`src/rtl/ifu_pkg.sv`:
```
`default_nettype none
// ============================================================================
// Module      : ifu_pkg
// Description : Shared constants, state encoding and opcode helper for the
//               instruction fetch unit.
// Revision    : 1.0 - initial release
// ============================================================================
package ifu_pkg;

    // Upper nibble that marks the first byte of a two-byte instruction.
    localparam logic [3:0] TWO_BYTE_OPC     = 4'hC;

    // PC value loaded by reset unless the instance overrides it.
    localparam logic [7:0] DEFAULT_RESET_PC = 8'h00;

    // Fetch sequencer states.
    typedef enum logic [1:0] {
        IDLE    = 2'd0,
        REQ     = 2'd1,
        DISCARD = 2'd2
    } ifu_state_e;

    // True when the byte opens a two-byte instruction.
    function automatic logic is_two_byte(input logic [7:0] opc);
        return (opc[7:4] == TWO_BYTE_OPC);
    endfunction

endpackage
`default_nettype wire

```
`src/rtl/fetch_fifo.sv`:
```
`default_nettype none
// ============================================================================
// Module      : fetch_fifo
// Description : Small prefetch FIFO holding {byte, addr} entries. Synchronous
//               clear has priority over push; push and pop together are both
//               honored even when full.
// Revision    : 1.0 - initial release
// ============================================================================
module fetch_fifo #(
    parameter int WIDTH = 16,
    parameter int DEPTH = 2,
    localparam int PTR_W = (DEPTH > 1) ? $clog2(DEPTH) : 1,
    localparam int CNT_W = $clog2(DEPTH + 1)
) (
    input  logic             clk,
    input  logic             rst,
    input  logic             clr,
    input  logic             push,
    input  logic             pop,
    input  logic [WIDTH-1:0] wdata,
    output logic [WIDTH-1:0] rdata,
    output logic [CNT_W-1:0] count,
    output logic             empty,
    output logic             full
);

    localparam logic [CNT_W-1:0] c_depth = CNT_W'(DEPTH);

    logic [WIDTH-1:0] r_mem [DEPTH];
    logic [PTR_W-1:0] r_wr_ptr;
    logic [PTR_W-1:0] r_rd_ptr;
    logic [CNT_W-1:0] r_count;
    logic             w_do_push;
    logic             w_do_pop;

    assign empty     = (r_count == '0);
    assign full      = (r_count == c_depth);
    assign count     = r_count;
    assign rdata     = r_mem[r_rd_ptr];

    // A full FIFO still accepts a push when the head leaves in the same cycle.
    assign w_do_push = push & (~full | pop);
    assign w_do_pop  = pop & ~empty;

    // Pointer and occupancy bookkeeping; clear wins over any push/pop.
    always_ff @(posedge clk or negedge rst) begin
        if (!rst) begin
            r_wr_ptr <= '0;
            r_rd_ptr <= '0;
            r_count  <= '0;
        end else if (clr) begin
            r_wr_ptr <= '0;
            r_rd_ptr <= '0;
            r_count  <= '0;
        end else begin
            if (w_do_push) r_wr_ptr <= r_wr_ptr + PTR_W'(1);
            if (w_do_pop)  r_rd_ptr <= r_rd_ptr + PTR_W'(1);
            r_count <= r_count + CNT_W'(w_do_push) - CNT_W'(w_do_pop);
        end
    end

    // Entry storage; contents are qualified by the occupancy count, so no reset.
    always_ff @(posedge clk) begin
        if (w_do_push && !clr) r_mem[r_wr_ptr] <= wdata;
    end

endmodule
`default_nettype wire

```
`src/rtl/instr_fetch_unit.sv`:
```
`default_nettype none
// ============================================================================
// Module      : instr_fetch_unit
// Description : Processor front end. Owns the PC, fetches bytes over a
//               req/ack memory handshake under a credit limit, buffers them
//               in a prefetch FIFO and delivers one byte per cycle to the IR
//               stage, tagging the second byte of two-byte instructions.
// Revision    : 1.0 - initial release
// ============================================================================
module instr_fetch_unit
    import ifu_pkg::*;
#(
    parameter int            AW       = 8,
    parameter int            DW       = 8,
    parameter int            DEPTH    = 2,
    parameter logic [AW-1:0] RESET_PC = AW'(DEFAULT_RESET_PC)
) (
    input  logic          clk,
    input  logic          rst,
    input  logic          stall,
    input  logic          redirect,
    input  logic [AW-1:0] redirect_pc,
    output logic          imem_req,
    output logic [AW-1:0] imem_addr,
    input  logic          imem_ack,
    input  logic [DW-1:0] imem_data,
    output logic [DW-1:0] ir_new,
    output logic          ld,
    output logic          sf1,
    output logic [AW-1:0] pc_out
);

    localparam int               CNT_W   = $clog2(DEPTH + 1);
    localparam logic [CNT_W-1:0] c_depth = CNT_W'(DEPTH);

    ifu_state_e         r_state;
    ifu_state_e         w_state_next;
    logic [AW-1:0]      r_pc;
    logic [AW-1:0]      r_hold_addr;
    logic               r_second_pending;

    logic [DW+AW-1:0]   w_fifo_rdata;
    logic [DW-1:0]      w_head_byte;
    logic [AW-1:0]      w_head_addr;
    logic [CNT_W-1:0]   w_count;
    logic [CNT_W-1:0]   w_count_next;
    logic               w_empty;
    logic               w_full;
    logic               w_push;
    logic               w_pop;
    logic               w_credit_next;

    assign w_head_byte = w_fifo_rdata[DW+AW-1:AW];
    assign w_head_addr = w_fifo_rdata[AW-1:0];

    // Redirect outranks stall; a redirected cycle never delivers.
    assign w_pop  = ~w_empty & ~stall & ~redirect;

    // Only a live REQ read is kept; DISCARD/IDLE acks and redirected acks drop.
    assign w_push = (r_state == REQ) & imem_ack & ~redirect & (~w_full | w_pop);

    // Occupancy after this cycle's push/pop decides whether another read fits.
    // A redirect empties the FIFO, so credit is always available afterwards.
    assign w_count_next  = w_count + CNT_W'(w_push) - CNT_W'(w_pop);
    assign w_credit_next = redirect | (w_count_next < c_depth);

    fetch_fifo #(
        .WIDTH (DW + AW),
        .DEPTH (DEPTH)
    ) u_fifo (
        .clk   (clk),
        .rst   (rst),
        .clr   (redirect),
        .push  (w_push),
        .pop   (w_pop),
        .wdata ({imem_data, r_pc}),
        .rdata (w_fifo_rdata),
        .count (w_count),
        .empty (w_empty),
        .full  (w_full)
    );

    // Fetch sequencer state register.
    always_ff @(posedge clk or negedge rst) begin
        if (!rst) r_state <= IDLE;
        else      r_state <= w_state_next;
    end

    // Next-state and memory-port outputs; an unacked read cannot be aborted,
    // so a redirect during it drains through DISCARD at the old address.
    always_comb begin
        w_state_next = r_state;
        imem_req     = 1'b0;
        imem_addr    = r_pc;
        case (r_state)
            IDLE: begin
                if (w_credit_next) w_state_next = REQ;
            end
            REQ: begin
                imem_req = 1'b1;
                if (imem_ack)      w_state_next = w_credit_next ? REQ : IDLE;
                else if (redirect) w_state_next = DISCARD;
            end
            DISCARD: begin
                imem_req  = 1'b1;
                imem_addr = r_hold_addr;
                if (imem_ack) w_state_next = REQ;
            end
            default: w_state_next = IDLE;
        endcase
    end

    // Program counter: redirect target, else advance on each kept byte.
    always_ff @(posedge clk or negedge rst) begin
        if (!rst)          r_pc <= RESET_PC;
        else if (redirect) r_pc <= redirect_pc;
        else if (w_push)   r_pc <= r_pc + AW'(1);
    end

    // Address of the abandoned read, held on the bus until its ack arrives.
    always_ff @(posedge clk or negedge rst) begin
        if (!rst)
            r_hold_addr <= RESET_PC;
        else if ((r_state == REQ) && redirect && !imem_ack)
            r_hold_addr <= r_pc;
    end

    // Second-byte tracker: armed by a delivered two-byte opcode, consumed by
    // the following delivery, and forgotten on redirect.
    always_ff @(posedge clk or negedge rst) begin
        if (!rst)          r_second_pending <= 1'b0;
        else if (redirect) r_second_pending <= 1'b0;
        else if (w_pop)    r_second_pending <= ~r_second_pending & is_two_byte(w_head_byte[7:0]);
    end

    assign ld     = w_pop;
    assign sf1    = w_pop & r_second_pending;
    assign ir_new = w_pop ? w_head_byte : '0;
    assign pc_out = w_pop ? w_head_addr : '0;

endmodule
`default_nettype wire

```
`config.mk`:
```
export PLATFORM = sky130hd
export DESIGN_NAME = instr_fetch_unit
export DESIGN_NICKNAME = d
export VERILOG_FILES = /design/src/rtl/ifu_pkg.sv /design/src/rtl/fetch_fifo.sv /design/src/rtl/instr_fetch_unit.sv
export SDC_FILE = /design/constraint.sdc
export NUM_CORES = 1
export LEC_CHECK = 0
export CAP_MARGIN = 25
export CELL_PAD_IN_SITES_DETAIL_PLACEMENT = 1
export CELL_PAD_IN_SITES_GLOBAL_PLACEMENT = 1
export CORE_ASPECT_RATIO = 1.2
export CORE_MARGIN = 2
export CORE_UTILIZATION = 45
export DETAILED_ROUTE_END_ITERATION = 8
export PLACE_DENSITY_LB_ADDON = 0.25
export SLEW_MARGIN = 40
export SYNTH_ARGS = -nofsm -noshare
export SYNTH_HDL_FRONTEND = slang
export SYNTH_SLANG_ARGS = --single-unit
```
`constraint.sdc`:
```
create_clock -name clk -period 5.5 [get_ports clk]
set_input_delay 1.1 -clock clk [delete_from_list [all_inputs] [get_ports clk]]
set_output_delay 1.1 -clock clk [all_outputs]
set_load 0.05 [all_outputs]
```
==> metrics.cfg, run 1 <==
[outcome]
status = finished, final reports clean

[sta]
slew_viol_final = 0
max-slew-margin-rel_pct = 53.6
min_period_over_period_pct = 83.1
tightest_slew_ns = 0.696
final_hold_viol_count = 0
fin_setup_tns_ns = 0
fin_hold_ws_ns = 0.509
timing.fmax_ghz = 0.219
setup_violations = 0
fin_skew_ns = 0.0108
rsz0062_at_grt = false
fin_crit_ns = 4.57

[placement]
gp_congestion = 0.779
io_buffers = 47
hpwl_um = 3710

[clock_tree]
ctsHtreeMaxLevel = 2
clock-sinks = 55
ctsHoldBuffers = 0
clkLatencyLatePin_ns = 0.31
clockBufferDepth = 2
numCtsBuffers = 5
cts_setup_buffers = 0
root_buffer = clkbuf_8
cts_resized = 0
cts_tree = built
clkTransAtPathRegs_ns = 0.10

[power]
p_leak_nw = 1.23
switching_share_pct = 35.1
cell_internal_pwr_w = 0.000834
power.switching_w = 0.000452
combPwrFrac_pct = 33.2
peakVddDrop_uv = 263
seq_power_share_pct = 45.4
power_density_nw_per_um2 = 398
clkPwrFrac_pct = 21.3

[drt]
drt_wl_total_um = 5410
wl_per_cell_um = 16.8
final_antenna_net_count = 0
avgViaCountPerCell = 5.27
drc = 0
firstDrtPassIters = 4
dr_total_vias = 1691
drt_iter0_drc = 117

[worst_setup_path]
critPathKind = in2out
cp-start-kind = input pin
cpPeakStageDelay_ns = 0.83
worstPathArrival_ns = 3.47
cp_cell_sequence = clkdlybuf4s50_1 -> o21bai_1 -> nand2b_1 -> a21oi_1 -> clkdlybuf4s50_1
critical_path_required_ns = 4.40
crit_top_cell = clkdlybuf4s50_1
critPathMaxFanout = 18
cpMaxStageDelayCell = clkdlybuf4s50_1
endpoint_kind = output pin

[synthesis]
ys_ff_latch = 55
syn_area_um2 = 2600
synth_fp_nets = 238
yosys_most_used_dff = edfxtp_1
synth_area_leaders = edfxtp_1 37%, dfrtp_1 22%, mux2_2 7.4%, mux2i_1 6.2%, nor2_1 3.8%
yosysWarnings = 0
async_flop_share_pct = 41.8
netlist-cell-type-count = 36
synth_edf_count = 32
avgSynthCellArea_um2 = 12.4
seq_area_frac_synth_pct = 59.2
postSynthCellCount = 210
synth_top_area_cell = edfxtp_1
yosysTopAreaCellShare_pct = 37.0

[final_layout]
drive_gt1_share_pct = 13.2
fillCellCount = 581
antenna_cells = 0
fin_nets = 284
synthToLayoutAreaGrowth_pct = 24.5
post-route-util_pct = 57.4

[die]
coreArea_um2 = 5630
initial_utilization_pct = 46.1
ios = 48
die_h_um = 87.2
fp.dieW_um = 73.4
dieArea_um2 = 6400
rows = 30

[grt]
antenna_found_initial = 0
grt_max_degree = 25
grt_usage_pct = 18.6
grt_pass1_wl_um = 8940
grt.overflow.total = 0
grt_pass1_vias = 1843

[flow_run]
cap_violations = 0

[hold_path]
holdCritPathClass = reg2reg

-- cell usage in the layout, fill, tap and decap left out, drive strengths merged, types with 2 or more instances in the layout --
master	count
a21oi	6
a31oi	3
and2	3
and3	2
and4	2
buf	3
clkbuf	5
clkdlybuf4s50	46
dfrtp	23
edfxtp	32
ha	7
inv	9
mux2	18
mux2i	16
nand2	13
nand2b	3
nand3	3
nand3b	2
nand4	3
nor2	26
nor2b	2
nor4b	2
o21ai	9
xnor2	2
xor2	8
-- worst paths after layout --
path | startpoint | endpoint | slack, ns | cells after the start
max in group asynchronous | rst | u_fifo.r_rd_ptr$_DFFE_PN0P_ | 4.33 | 1
worst min register to register | r_hold_addr[0]$_DFFE_PN0P_ | r_hold_addr[0]$_DFFE_PN0P_ | 0.51 | 1
min in group asynchronous | rst | r_hold_addr[6]$_DFFE_PN0P_ | 0.76 | 1
worst max-delay path | stall | ir_new[6] | 0.93 | 5
worst max register to register | u_fifo.count[1]$_DFF_PN0_ | u_fifo.count[1]$_DFF_PN0_ | 3.15 | 8
worst min-delay path | r_hold_addr[0]$_DFFE_PN0P_ | r_hold_addr[0]$_DFFE_PN0P_ | 0.51 | 1
-- synthesized netlist by cell type, types with 2 or more instances --
library cell  number
edfxtp_1          32
nor2_1            26
dfrtp_1           23
mux2_2            17
mux2i_1           16
nand2_1           13
xor2_1             8
ha_1               7
a21oi_1            6
inv_1              6
o21ai_1            6
buf_2              5
clkbuf_1           4
a31oi_1            3
and2_1             3
nand2b_1           3
nand3_1            3
nand4_1            3
o21ai_0            3
and3_1             2
and4_1             2
inv_2              2
nor2b_1            2
nor4b_1            2
xnor2_1            2
-- critical path, delay by kind of cell --
| family | cells | cell delay, ns |
|---|---|---|
| AOI/OAI and AO/OA | 2 | 0.52 |
| buffers and inverters | 2 | 1.35 |
| and+or+nand+nor | 1 | 0.49 |
-- kinds of logic after synthesis --
logic type	count (synthesis)	synth area share, %
AND/OR/NAND/NOR	64	12.2
flip-flops	55	59.2
multiplexers	34	14.0
AO/OA/AOI/OAI	22	4.91
buffers and inverters	18	2.99
XOR/XNOR	10	3.37
adder cells (fa/ha/maj)	7	3.37
-- state kept, by name, indices dropped and copies added (netlist names) --
register / cells
r_hold_addr: 8
r_state: 2
u_fifo.r_mem: 32
r_pc: 8
u_fifo.count: 2
u_fifo.r_wr_ptr: 1
u_fifo.r_rd_ptr: 1
r_second_pending: 1
-- cell type report --
cell class	count	area, um2	share of cell area, %
sequential	55	1540	47.6
multi-input combinational	137	990	30.6
inverter	8	30.0	0.929
tap	64	80.1	2.48
timing repair buffer	49	480	14.9
clock inverter	3	46.3	1.43
clock buffer	5	68.8	2.13
-- routing by layer --
metal  routed length [um]  global-route usage (%)  vias to the layer above
met5                    0                       0                        -
met4                   42                    4.63                        0
met3                  168                    4.05                        2
met2                 2760                    33.2                       35
met1                 2430                    22.7                      816
li1                     -                       -                      838
-- per-stage QoR --
step / instances / power [W] / worst slack, ns / instance area [um2]
after floorplan: 210 / 0.000895 / 1.98 / 2600
after global placement: 313 / 0.00101 / 0.962 / 3120
after detailed placement: 313 / 0.00103 / 0.907 / 3120
after CTS: 321 / 0.00130 / 0.903 / 3230
after global routing: 321 / 0.00136 / 0.736 / 3230
final: 321 / 0.00129 / 0.932 / 3230
-- power by group through the flow --
stage / Sequential (W) / Clock [W] / Combinational (W)
finish: 0.000584 / 0.000274 / 0.000428
global route: 0.000597 / 0.000290 / 0.000468
CTS: 0.000586 / 0.000278 / 0.000435
detailed placement: 0.000595 / 0 / 0.000432
global placement: 0.000587 / 0 / 0.000425
floorplan: 0.000556 / 0 / 0.000339
Note: power is estimated with default switching activity, not from simulation.
==> inputs of run 2 (changes only) <==
--- a/config.mk
+++ b/config.mk
@@ -10,7 +10,7 @@
 export CELL_PAD_IN_SITES_GLOBAL_PLACEMENT = 1
 export CORE_ASPECT_RATIO = 1.2
 export CORE_MARGIN = 2
-export CORE_UTILIZATION = 45
+export CORE_UTILIZATION = 41
 export DETAILED_ROUTE_END_ITERATION = 8
 export PLACE_DENSITY_LB_ADDON = 0.25
 export SLEW_MARGIN = 40
==> constraint.sdc (replaced) <==
create_clock -name clk -period 4.7 [get_ports clk]
set_input_delay 0.94 -clock clk [delete_from_list [all_inputs] [get_ports clk]]
set_output_delay 0.94 -clock clk [all_outputs]
set_load 0.05 [all_outputs]
==> run 2 against run 1 <==
Sequential share of layout area hardly changed; via count is 4.0% higher; worst hold slack hardly changed; sequential cell count stayed put; critical path depth stayed put; global-route usage is 2.5 points lower; final cell count is 6.2% higher; total power is 16% higher; first-iteration DRC count is 1.7% lower; wire length is 0.11% higher; final area is 0.15% lower; clock skew is 0.00072 ns higher; largest cell class unchanged; highest routed layer unchanged.
==> metrics.cfg, run 2 (synthesis gave the netlist of run 1 again) <==
[drt]
drt_iter0_drc = 115  ; -1.7%
final_antenna_net_count = 0  ; unchanged
dr_total_vias = 1758  ; +4.0%
avgViaCountPerCell = 5.16  ; -2.1%
drc = 0  ; unchanged
wl_per_cell_um = 15.9  ; -5.8%
drt_wl_total_um = 5410  ; +0.11%
firstDrtPassIters = 4  ; unchanged

[power]
power_density_nw_per_um2 = 463  ; +16%
peakVddDrop_uv = 229  ; -13%
p_leak_nw = 1.26  ; +2.9%

[grt]
grt_pass1_wl_um = 8980  ; +0.46%
grt_max_degree = 25  ; unchanged
grt_pass1_vias = 1790  ; -2.9%
antenna_found_initial = 0  ; unchanged
grt_usage_pct = 16.1  ; -2.5 points
grt.overflow.total = 0  ; unchanged

[final_layout]
post-route-util_pct = 53.0  ; -4.4 points
top_register = u_fifo.r_mem
reg_top3 = u_fifo.r_mem: 32 flops, r_hold_addr: 8 flops, r_pc: 8 flops
fin_nets = 286  ; +0.70%
antenna_cells = 0  ; unchanged
synthToLayoutAreaGrowth_pct = 24.3
drive_gt1_share_pct = 18.1  ; +4.9 points
largest_reg_flops = 32  ; unchanged
most-common-layout-cells = 32 x clkdlybuf4s50_1, 32 x edfxtp_1, 26 x nor2_1, 23 x dfrtp_1, 18 x buf_4
fillCellCount = 648  ; +12%

[worst_setup_path]
endpoint_kind = output pin
r2r_slack_ns = 2.18  ; -0.97 ns
critical_path_required_ns = 3.76  ; -0.64 ns
cpPeakStageDelay_ns = 0.81  ; -0.02 ns
critPathKind = in2out
cp-start-kind = input pin
critPathMaxFanout = 11  ; -7
cpMaxStageDelayCell = clkdlybuf4s50_1
cp_cell_sequence = clkdlybuf4s50_1 -> o21bai_1 -> nand2b_1 -> nor2_1 -> clkdlybuf4s50_1
crit_top_cell = clkdlybuf4s50_1
worstPathArrival_ns = 3.15  ; -0.32 ns

[die]
initial_utilization_pct = 42.7  ; -3.5 points
rows = 31  ; +3.3%
fp.dieW_um = 76.7  ; +4.5%
ios = 48  ; unchanged
coreArea_um2 = 6090  ; +8.2%
die_h_um = 91.2  ; +4.5%
dieArea_um2 = 6990  ; +9.3%

[sta]
rsz0062_at_grt = false
max-slew-margin-rel_pct = 50.6  ; -3.0 points
timing.fmax_ghz = 0.245
tightest_slew_ns = 0.741  ; +0.0445 ns
fin_skew_ns = 0.0115  ; +0.000715 ns
fin_crit_ns = 4.09
fin_setup_tns_ns = 0  ; unchanged
fin_hold_ws_ns = 0.509  ; -0.000274 ns
setup_violations = 0  ; unchanged
min_period_over_period_pct = 86.9
final_hold_viol_count = 0  ; unchanged
finalWorstSetupSlack_ns = 0.614  ; -0.318 ns
slew_viol_final = 0  ; unchanged

[clock_tree]
cts_tree = built
cts_resized = 0  ; unchanged
clockBufferDepth = 2  ; unchanged
ctsHtreeMaxLevel = 2  ; unchanged
ctsHoldBuffers = 0  ; unchanged
cts_setup_buffers = 0  ; unchanged
clkLatencyLatePin_ns = 0.30  ; about the same
clkTransAtPathRegs_ns = 0.09  ; about the same
numCtsBuffers = 5  ; unchanged
clock-sinks = 55  ; unchanged
root_buffer = clkbuf_8

[placement]
post-place-ws_ns = 0.600  ; -0.306 ns
io_buffers = 47  ; unchanged
hpwl_um = 3920  ; +5.7%
gp_congestion = 0.718  ; -7.8%

[flow_run]
cap_violations = 0  ; unchanged

[outcome]
status = finished, final reports clean

[hold_path]
holdCritPathClass = reg2reg

-- run 2: cell count changes in the layout (fill, tap and decap cells not counted) --
cell / before / now
buf_4: 2 / 18
clkdlybuf4s50_1: 46 / 32
and2_1: 2 / 3
and2_2: 1 / 0
clkbuf_1: 0 / 1
dfrtp_1: 22 / 23
dfrtp_2: 1 / 0
inv_6: 1 / 0
-- run 2: metal layers --
layer  up-vias  share of wire (%)  global-route usage (%)
met5         -                  0                       0
met4         0               0.83                    4.39
met3         4                3.2                    2.58
met2        37                 51                    27.5
met1       873                 45                    21.3
li1        844                  -                       -
-- run 2: worst paths after layout --
| check | depth (start not counted) | to | start |
|---|---|---|---|
| max reg2reg | 6 | u_fifo.r_mem[1][10]$_DFFE_PP_ | r_state[1]$_DFFE_PN0P_ |
| min | 1 | r_hold_addr[0]$_DFFE_PN0P_ | r_hold_addr[0]$_DFFE_PN0P_ |
| max in group asynchronous | 1 | r_second_pending$_DFFE_PN0P_ | rst |
| min reg2reg | 1 | r_hold_addr[0]$_DFFE_PN0P_ | r_hold_addr[0]$_DFFE_PN0P_ |
| max | 5 | ir_new[3] | stall |
| min in group asynchronous | 1 | u_fifo.r_rd_ptr$_DFFE_PN0P_ | rst |
-- run 2: critical path, delay by kind of cell --
kind	cells	cell delay, ns
compound gates	1	0.29
buf+inv	2	1.32
simple gates	2	0.59
-- run 2: power breakdown --
part / switching, W / internal (W) / leakage (nW)
logic: 0.000303 / 0.000214 / 0.637
registers: 0.0000656 / 0.000602 / 0.577
clock network: 0.000150 / 0.000159 / 0.0514
total: 0.000518 / 0.000976 / 1.26
-- run 2: area by class of cell --
cell class	instances	area [um2]	area share (%)
well taps	82	103	3.18
inverters	8	30.0	0.930
clock inverters	2	37.5	1.16
multi-input cells	137	988	30.6
repair buffers	51	460	14.3
flip-flops and latches	55	1540	47.6
clock buffers	6	72.6	2.25
-- run 2: metrics by stage --
stage | instance area [um2] | total power (W) | instances
2_1_floorplan | 2600 | 0.00105 | 210
3_3_place_gp | 3120 | 0.00119 | 333
3_5_place_dp | 3120 | 0.00120 | 333
4_1_cts | 3230 | 0.00151 | 341
5_1_grt | 3230 | 0.00158 | 341
6_report | 3230 | 0.00149 | 341
==> inputs of run 3 (changes only) <==
--- a/config.mk
+++ b/config.mk
@@ -5,12 +5,13 @@
 export SDC_FILE = /design/constraint.sdc
 export NUM_CORES = 1
 export LEC_CHECK = 0
-export CAP_MARGIN = 25
+export ABC_AREA = 1
+export CAP_MARGIN = 20
 export CELL_PAD_IN_SITES_DETAIL_PLACEMENT = 1
 export CELL_PAD_IN_SITES_GLOBAL_PLACEMENT = 1
 export CORE_ASPECT_RATIO = 1.2
 export CORE_MARGIN = 2
-export CORE_UTILIZATION = 41
+export CORE_UTILIZATION = 39
 export DETAILED_ROUTE_END_ITERATION = 8
 export PLACE_DENSITY_LB_ADDON = 0.25
 export SLEW_MARGIN = 40
==> run 3 against run 2 <==
Critical path type unchanged; synthesized area decreased by 1.7%; critical path depth unchanged; sequential share of layout area increased by 0.58 points; clock-buffer cell count decreased by 1; setup slack improved by 0.24 ns; final cell count increased by 17%; synthesized cell count increased by 26%; clock skew decreased by 0.0015 ns; non-clock buffer count increased by 1; sequential power increased by 2%; largest power group unchanged.
==> metrics.cfg, run 3 <==
[final_layout]
fin_nets = 342  ; +20%
final_common_cell = nand2_1
reg_top3 = u_fifo.r_mem: 32 flops, r_hold_addr: 8 flops, r_pc: 8 flops
antenna_cells = 0  ; unchanged
drive_gt1_share_pct = 10.8  ; -7.4 points
most-common-layout-cells = 72 x nand2_1, 35 x clkdlybuf4s50_1, 32 x edfxtp_1, 27 x inv_1, 23 x dfrtp_1
largest_reg_flops = 32  ; unchanged
synthToLayoutAreaGrowth_pct = 24.9
fin_cells = 400  ; +17%
top_register = u_fifo.r_mem

[drt]
final_antenna_net_count = 0  ; unchanged
drt_iter0_drc = 68  ; -41%
dr_total_vias = 1956  ; +11%
avgViaCountPerCell = 4.89  ; -5.1%
wl_per_cell_um = 14.3  ; -10%
drt_wl_total_um = 5710  ; +5.5%
firstDrtPassIters = 4  ; unchanged
drc = 0  ; unchanged

[grt]
grt_usage_pct = 17.4  ; +1.3 points
grt_pass1_vias = 2117  ; +18%
antenna_found_initial = 0  ; unchanged
grt_max_degree = 24  ; -4.0%
grt_pass1_wl_um = 9890  ; +10%
grt.overflow.total = 0  ; unchanged

[synthesis]
yosysTopAreaCellShare_pct = 37.6  ; +0.63 points
netlist-cell-type-count = 25  ; -31%
synth_area_leaders = edfxtp_1 38%, dfrtp_1 23%, nand2_1 11%, o21ai_0 4.1%, inv_1 4.0%
synth_top_cells_by_count = 72 x nand2_1, 32 x edfxtp_1, 27 x inv_1, 23 x dfrtp_1, 21 x o21ai_0
yosys_most_used_dff = edfxtp_1
synth_most_common_cell = nand2_1
synth_edf_count = 32  ; unchanged
seq_area_frac_synth_pct = 60.2  ; +1.0 points
ys_ff_latch = 55  ; unchanged
postSynthCellCount = 264  ; +26%
yosysWarnings = 0  ; unchanged
avgSynthCellArea_um2 = 9.67  ; -22%
async_flop_share_pct = 41.8  ; unchanged
synth_top_area_cell = edfxtp_1
synth_fp_nets = 292  ; +23%
syn_area_um2 = 2550  ; -1.7%

[die]
initial_utilization_pct = 40.1  ; -2.5 points
fp.dieW_um = 77.9  ; +1.6%
rows = 32  ; +3.2%
dieArea_um2 = 7210  ; +3.2%
die_h_um = 92.6  ; +1.6%
ios = 48  ; unchanged
coreArea_um2 = 6370  ; +4.5%

[placement]
hpwl_um = 4140  ; +5.6%
gp_congestion = 0.737  ; +2.5%
io_buffers = 47  ; unchanged
dp.cells = 392  ; +18%

[worst_setup_path]
critPathMaxFanout = 9  ; -2
cp-start-kind = input pin
worstPathArrival_ns = 2.91  ; -0.24 ns
reg2reg_to = u_fifo.count[1]$_DFF_PN0_
reg2reg_from = u_fifo.count[1]$_DFF_PN0_
endpoint_kind = output pin
r2r_slack_ns = 2.65  ; +0.47 ns
critPathKind = in2out
ff2ff_path_depth = 10  ; +4
critical_path_required_ns = 3.76  ; about the same

[sta]
fin_skew_ns = 0.00999  ; -0.00155 ns
timing.fmax_ghz = 0.260  ; +6.2%
fin_crit_ns = 3.85  ; -0.238 ns
fin_setup_tns_ns = 0  ; unchanged
setup_violations = 0  ; unchanged
tightest_slew_ns = 0.665  ; -0.0761 ns
min_period_over_period_pct = 81.9  ; -5.1 points
rsz0062_at_grt = false
final_hold_viol_count = 0  ; unchanged
slew_viol_final = 0  ; unchanged
max-slew-margin-rel_pct = 55.7  ; +5.1 points

[hold_path]
holdCritPathClass = reg2reg
hp-start = r_hold_addr[4]$_DFFE_PN0P_
hold_depth = 2  ; +1
hold_end = r_hold_addr[4]$_DFFE_PN0P_

[clock_tree]
clock-sinks = 55  ; unchanged
clkTransAtPathRegs_ns = 0.10  ; about the same
cts_setup_buffers = 0  ; unchanged
root_buffer = clkbuf_8
clkLatencyLatePin_ns = 0.31  ; about the same
ctsHtreeMaxLevel = 2  ; unchanged
clockBufferDepth = 2  ; unchanged
cts_resized = 0  ; unchanged
numCtsBuffers = 5  ; unchanged
ctsHoldBuffers = 0  ; unchanged
cts_tree = built

[power]
peakVddDrop_uv = 304  ; +33%
power_density_nw_per_um2 = 489  ; +5.7%
p_leak_nw = 1.33  ; +5.3%

[outcome]
status = finished, final reports clean

[flow_run]
cap_violations = 0  ; unchanged

==> run 3: cell count changes in the layout (fill, tap and decap cells not counted), moves of 5 or more <==
cell,previous run,this run
a21oi_1,6,17
inv_1,6,27
mux2_2,17,0
mux2i_1,16,3
nand2_1,13,72
nand3_1,3,8
nor2_1,26,17
nor2_2,0,5
o21ai_0,3,21
o21ai_1,6,1
xor2_1,8,2
==> run 3: cells by family after synthesis <==
family	Yosys count	share of synthesized area, %
simple gates	109	17.7
flops	55	60.2
compound gates	48	10.4
buf+inv	38	5.73
fa+ha+maj	7	3.43
xor+xnor	4	1.37
mux	3	1.18
==> run 3: final cells by class <==
type | instances | area [um2]
multi-input cells | 171 | 871
inverters | 29 | 109
well taps | 85 | 106
clock inverters | 3 | 20.0
clock buffers | 5 | 68.8
fillers | 745 | 3180
flip-flops and latches | 55 | 1540
repair buffers | 52 | 478
==> run 3: metal layers <==
| metal | wire, um | up-vias | track usage, % |
|---|---|---|---|
| met1 | 2570 | 932 | 22.1 |
| met2 | 2830 | 46 | 29.5 |
| li1 | - | 970 | - |
| met3 | 223 | 8 | 3.51 |
| met5 | 0 | - | 0 |
| met4 | 85 | 0 | 5.95 |
==> run 3: worst max-delay path by stage <==
stage                   from        end  depth (start not counted)
finish              redirect  ir_new[0]                          5
detailed placement  redirect  ir_new[0]                          5
global route        redirect  ir_new[2]                          5
global placement    redirect  ir_new[1]                          5
CTS                 redirect  ir_new[0]                          5
floorplan           redirect  pc_out[2]                          5
==> run 3: power by group <==
part,internal [W],switching [W]
clock,0.000104,0.000158
sequential,0.000609,0.0000720
combinational,0.000205,0.000411
==> run 3: stage by stage <==
stage / area (um2) / power (W) / worst slack, ns / util, % / hold slack, ns
finish: 3190 / 0.00156 / 0.852 / 50.1 / 0.500
global route: 3190 / 0.00167 / 0.641 / 50.1 / 0.530
CTS: 3190 / 0.00158 / 0.826 / 50.1 / 0.503
detailed placement: 3100 / 0.00132 / 0.823 / 48.7 / 0.480
global placement: 3100 / 0.00130 / 0.898 / 48.7 / 0.468
floorplan: 2550 / 0.00112 / 1.44 / - / 0.453
==> run 3: critical path: stages <==
cell             delay (ns)
clkdlybuf4s50_1        0.43
inv_1                  0.22
nand2_1                0.28
a21oi_1                0.21
clkdlybuf4s50_1        0.82
==> RTL change (config.mk and constraints of run 3) <==
Reset style: synchronous (`rst`), changed in 5 clocked blocks.
--- a/src/rtl/fetch_fifo.sv
+++ b/src/rtl/fetch_fifo.sv
@@ -43,7 +43,7 @@
     assign w_do_pop  = pop & ~empty;
 
     // Pointer and occupancy bookkeeping; clear wins over any push/pop.
-    always_ff @(posedge clk or negedge rst) begin
+    always_ff @(posedge clk) begin
         if (!rst) begin
             r_wr_ptr <= '0;
             r_rd_ptr <= '0;
--- a/src/rtl/instr_fetch_unit.sv
+++ b/src/rtl/instr_fetch_unit.sv
@@ -81,7 +81,7 @@
     );
 
     // Fetch sequencer state register.
-    always_ff @(posedge clk or negedge rst) begin
+    always_ff @(posedge clk) begin
         if (!rst) r_state <= IDLE;
         else      r_state <= w_state_next;
     end
@@ -111,14 +111,14 @@
     end
 
     // Program counter: redirect target, else advance on each kept byte.
-    always_ff @(posedge clk or negedge rst) begin
+    always_ff @(posedge clk) begin
         if (!rst)          r_pc <= RESET_PC;
         else if (redirect) r_pc <= redirect_pc;
         else if (w_push)   r_pc <= r_pc + AW'(1);
     end
 
     // Address of the abandoned read, held on the bus until its ack arrives.
-    always_ff @(posedge clk or negedge rst) begin
+    always_ff @(posedge clk) begin
         if (!rst)
             r_hold_addr <= RESET_PC;
         else if ((r_state == REQ) && redirect && !imem_ack)
@@ -127,7 +127,7 @@
 
     // Second-byte tracker: armed by a delivered two-byte opcode, consumed by
     // the following delivery, and forgotten on redirect.
-    always_ff @(posedge clk or negedge rst) begin
+    always_ff @(posedge clk) begin
         if (!rst)          r_second_pending <= 1'b0;
         else if (redirect) r_second_pending <= 1'b0;
         else if (w_pop)    r_second_pending <= ~r_second_pending & is_two_byte(w_head_byte[7:0]);
Formal check against the unedited RTL: differs if rst is asserted again (counterexample within 4 cycles, from zero or initial values and one cycle with rst low); with rst held inactive, the same outputs for 10 cycles.
==> RTL change against run 3 <==
Worst setup slack got worse by 0.16 ns. Sequential cell count is 1 higher. Maximum frequency fell by 4.1%. Wire length rose by 1.6%. Synthesized area shrank 0.39%. Cell area decreased by 0.12%. Utilization decreased by 0.059 points. Critical path type unchanged. Critical path depth stayed put.
Power is not compared: it rests on default switching activity, and its combinational part moved more than twofold at a synthesized area within 25%.
==> RTL change: results (changes against run 3) <==
[run_status]
status=finished, final reports clean

[pwr]
ir_worst_vdd_v=0.0001555
power_leakage_uw=0.001181

[timing]
worstMarginPinSlew_ns=0.6673  ; +0.002772 ns
finClkSkew_ns=0.005897  ; -0.004092 ns
max_freq_mhz=249.3  ; -4.1%

[cells_and_area]
nFillCells=750  ; +0.67%
diodes=0  ; unchanged
nNetsFinal=356  ; +4.1%
drive_above_1_share_pct=6.402  ; -4.4 points
reg_top3=u_fifo.r_mem x32, r_hold_addr x8, r_pc x8

[critical_path]
reg2reg_to=r_state[0]$_SDFFE_PN0P_
r2r_start=r_state[1]$_SDFFE_PN0P_
cp_slowest_stage_delay_ns=0.83
cp_top_family=buffers and inverters
arrival_ns=3.07  ; +0.16 ns
endpoint=pc_out[7]
r2r_slack_ns=2.75  ; +0.10 ns
worstSetupPathType=in -> out
crit_path_start=redirect
r2r_cells=14  ; +4
cp_slowest_cell=clkdlybuf4s50_1
path_max_fanout=21  ; +12

[place]
io_buffers=47  ; unchanged
dp.cells=405  ; +3.3%
place_congestion=0.7554  ; +2.6%
dp_hpwl_mm=4.288  ; +3.6%
dp_slack_ns=0.6456  ; -0.1777 ns

[synth]
synth-seq-area-share_pct=56.67  ; -3.5 points
ys_types=30  ; +20%
syn-num-nets=309  ; +5.8%
syn_avg_cell_area_sq_um=9.085  ; -6.1%
ys_warn_count=0  ; unchanged
ys_top_cells_by_area=edfxtp_1 (38%), dfxtp_1 (19%), nand2_1 (11%), a21oi_1 (6.3%), inv_1 (4.4%)
synth_ff_type=edfxtp_1
synth_top_cells_by_count=nand2_1 (72), a21oi_1 (32), edfxtp_1 (32)
async_reset_ff_share_pct=0  ; -42 points
synth_edf_count=32  ; unchanged

[drt]
wl_per_cell_um=14.03  ; -1.6%
drtPass1Iterations=3  ; -1
routed-via-count=2066  ; +5.6%
drt-total-wl_mm=5.795  ; +1.6%
initialDrtViolationCount=68  ; unchanged

[global_route]
grt_pass1_wl_mm=9.901  ; about the same
track_usage_pct=17.33  ; -0.056 points
antenna_found_initial=0  ; unchanged
grt_start_max_net_pins=22  ; -8.3%

[clock_tree]
clk_path_buf_depth=2  ; unchanged
post_cts_buffers=0  ; unchanged
htreeDepth=2  ; unchanged
path_clk_slew_ns=0.10  ; about the same
cts_buffers=5  ; unchanged
ctsResizeCount=0  ; unchanged
cts_root_buffer=clkbuf_8
clkLatencyLatePin_ns=0.31  ; about the same

[floorplan]
start_util_pct=39.96  ; -0.16 points

[worst_hold_path]
hp-start=r_second_pending$_SDFFE_PP0P_
min_path_type=reg -> reg

[RTL change: how the worst min path moves through the flow]
stage                                    endpoint  slack [ns]  cells past startpoint
global placement    r_second_pending$_SDFFE_PP0P_        0.46                      2
CTS                 r_second_pending$_SDFFE_PP0P_        0.49                      2
global route        r_second_pending$_SDFFE_PP0P_        0.53                      2
finish              r_second_pending$_SDFFE_PP0P_        0.49                      2
floorplan           r_second_pending$_SDFFE_PP0P_        0.45                      2
detailed placement  r_second_pending$_SDFFE_PP0P_        0.48                      2
[RTL change: cell families after synthesis]
group | Yosys count | synth area share, %
AOI/OAI and AO/OA | 64 | 13.72
DFF | 56 | 56.66
xor gates and xnor gates | 2 | 0.6888
buffers and inverters | 41 | 6.689
adders and majority gates | 8 | 3.935
and+or+nand+nor | 109 | 18.30
[RTL change: metal layers]
metal	share of wire, %	vias up	track usage, %
met1	45	991	20.92
met3	3.0	5	2.924
met5	0	-	0
li1	-	1030	-
met2	51	40	31.25
met4	1.4	0	5.357
[RTL change: report_power, final]
part	internal (uW)	leakage, uW	switching (uW)
registers	537	0.000488	13.9
logic	51.6	0.000644	86.7
clock network	107	0.0000485	162
[RTL change: area by class of cell]
type                    count  area, sq um  area share, %
flip-flops and latches     56         1441          45.25
multi-input cells         183        932.1          29.26
repair buffers             50        493.0          15.48
inverters                  31        121.4          3.810
well taps                  85        106.4          3.339
clock buffers               5        68.82          2.160
clock inverters             3        22.52         0.7070
[RTL change: tightest hold or removal path, stage by stage (launching register included)]
cell     delay (ns)
dfxtp_1        0.31
inv_1          0.07
a21oi_1        0.07
[RTL change: metrics by stage]
stage	hold WS [ns]	instance area, sq um
2_1_floorplan	0.4484	2544
3_3_place_gp	0.4620	3094
3_5_place_dp	0.4765	3094
4_1_cts	0.4926	3186
5_1_grt	0.5282	3186
6_report	0.4874	3186
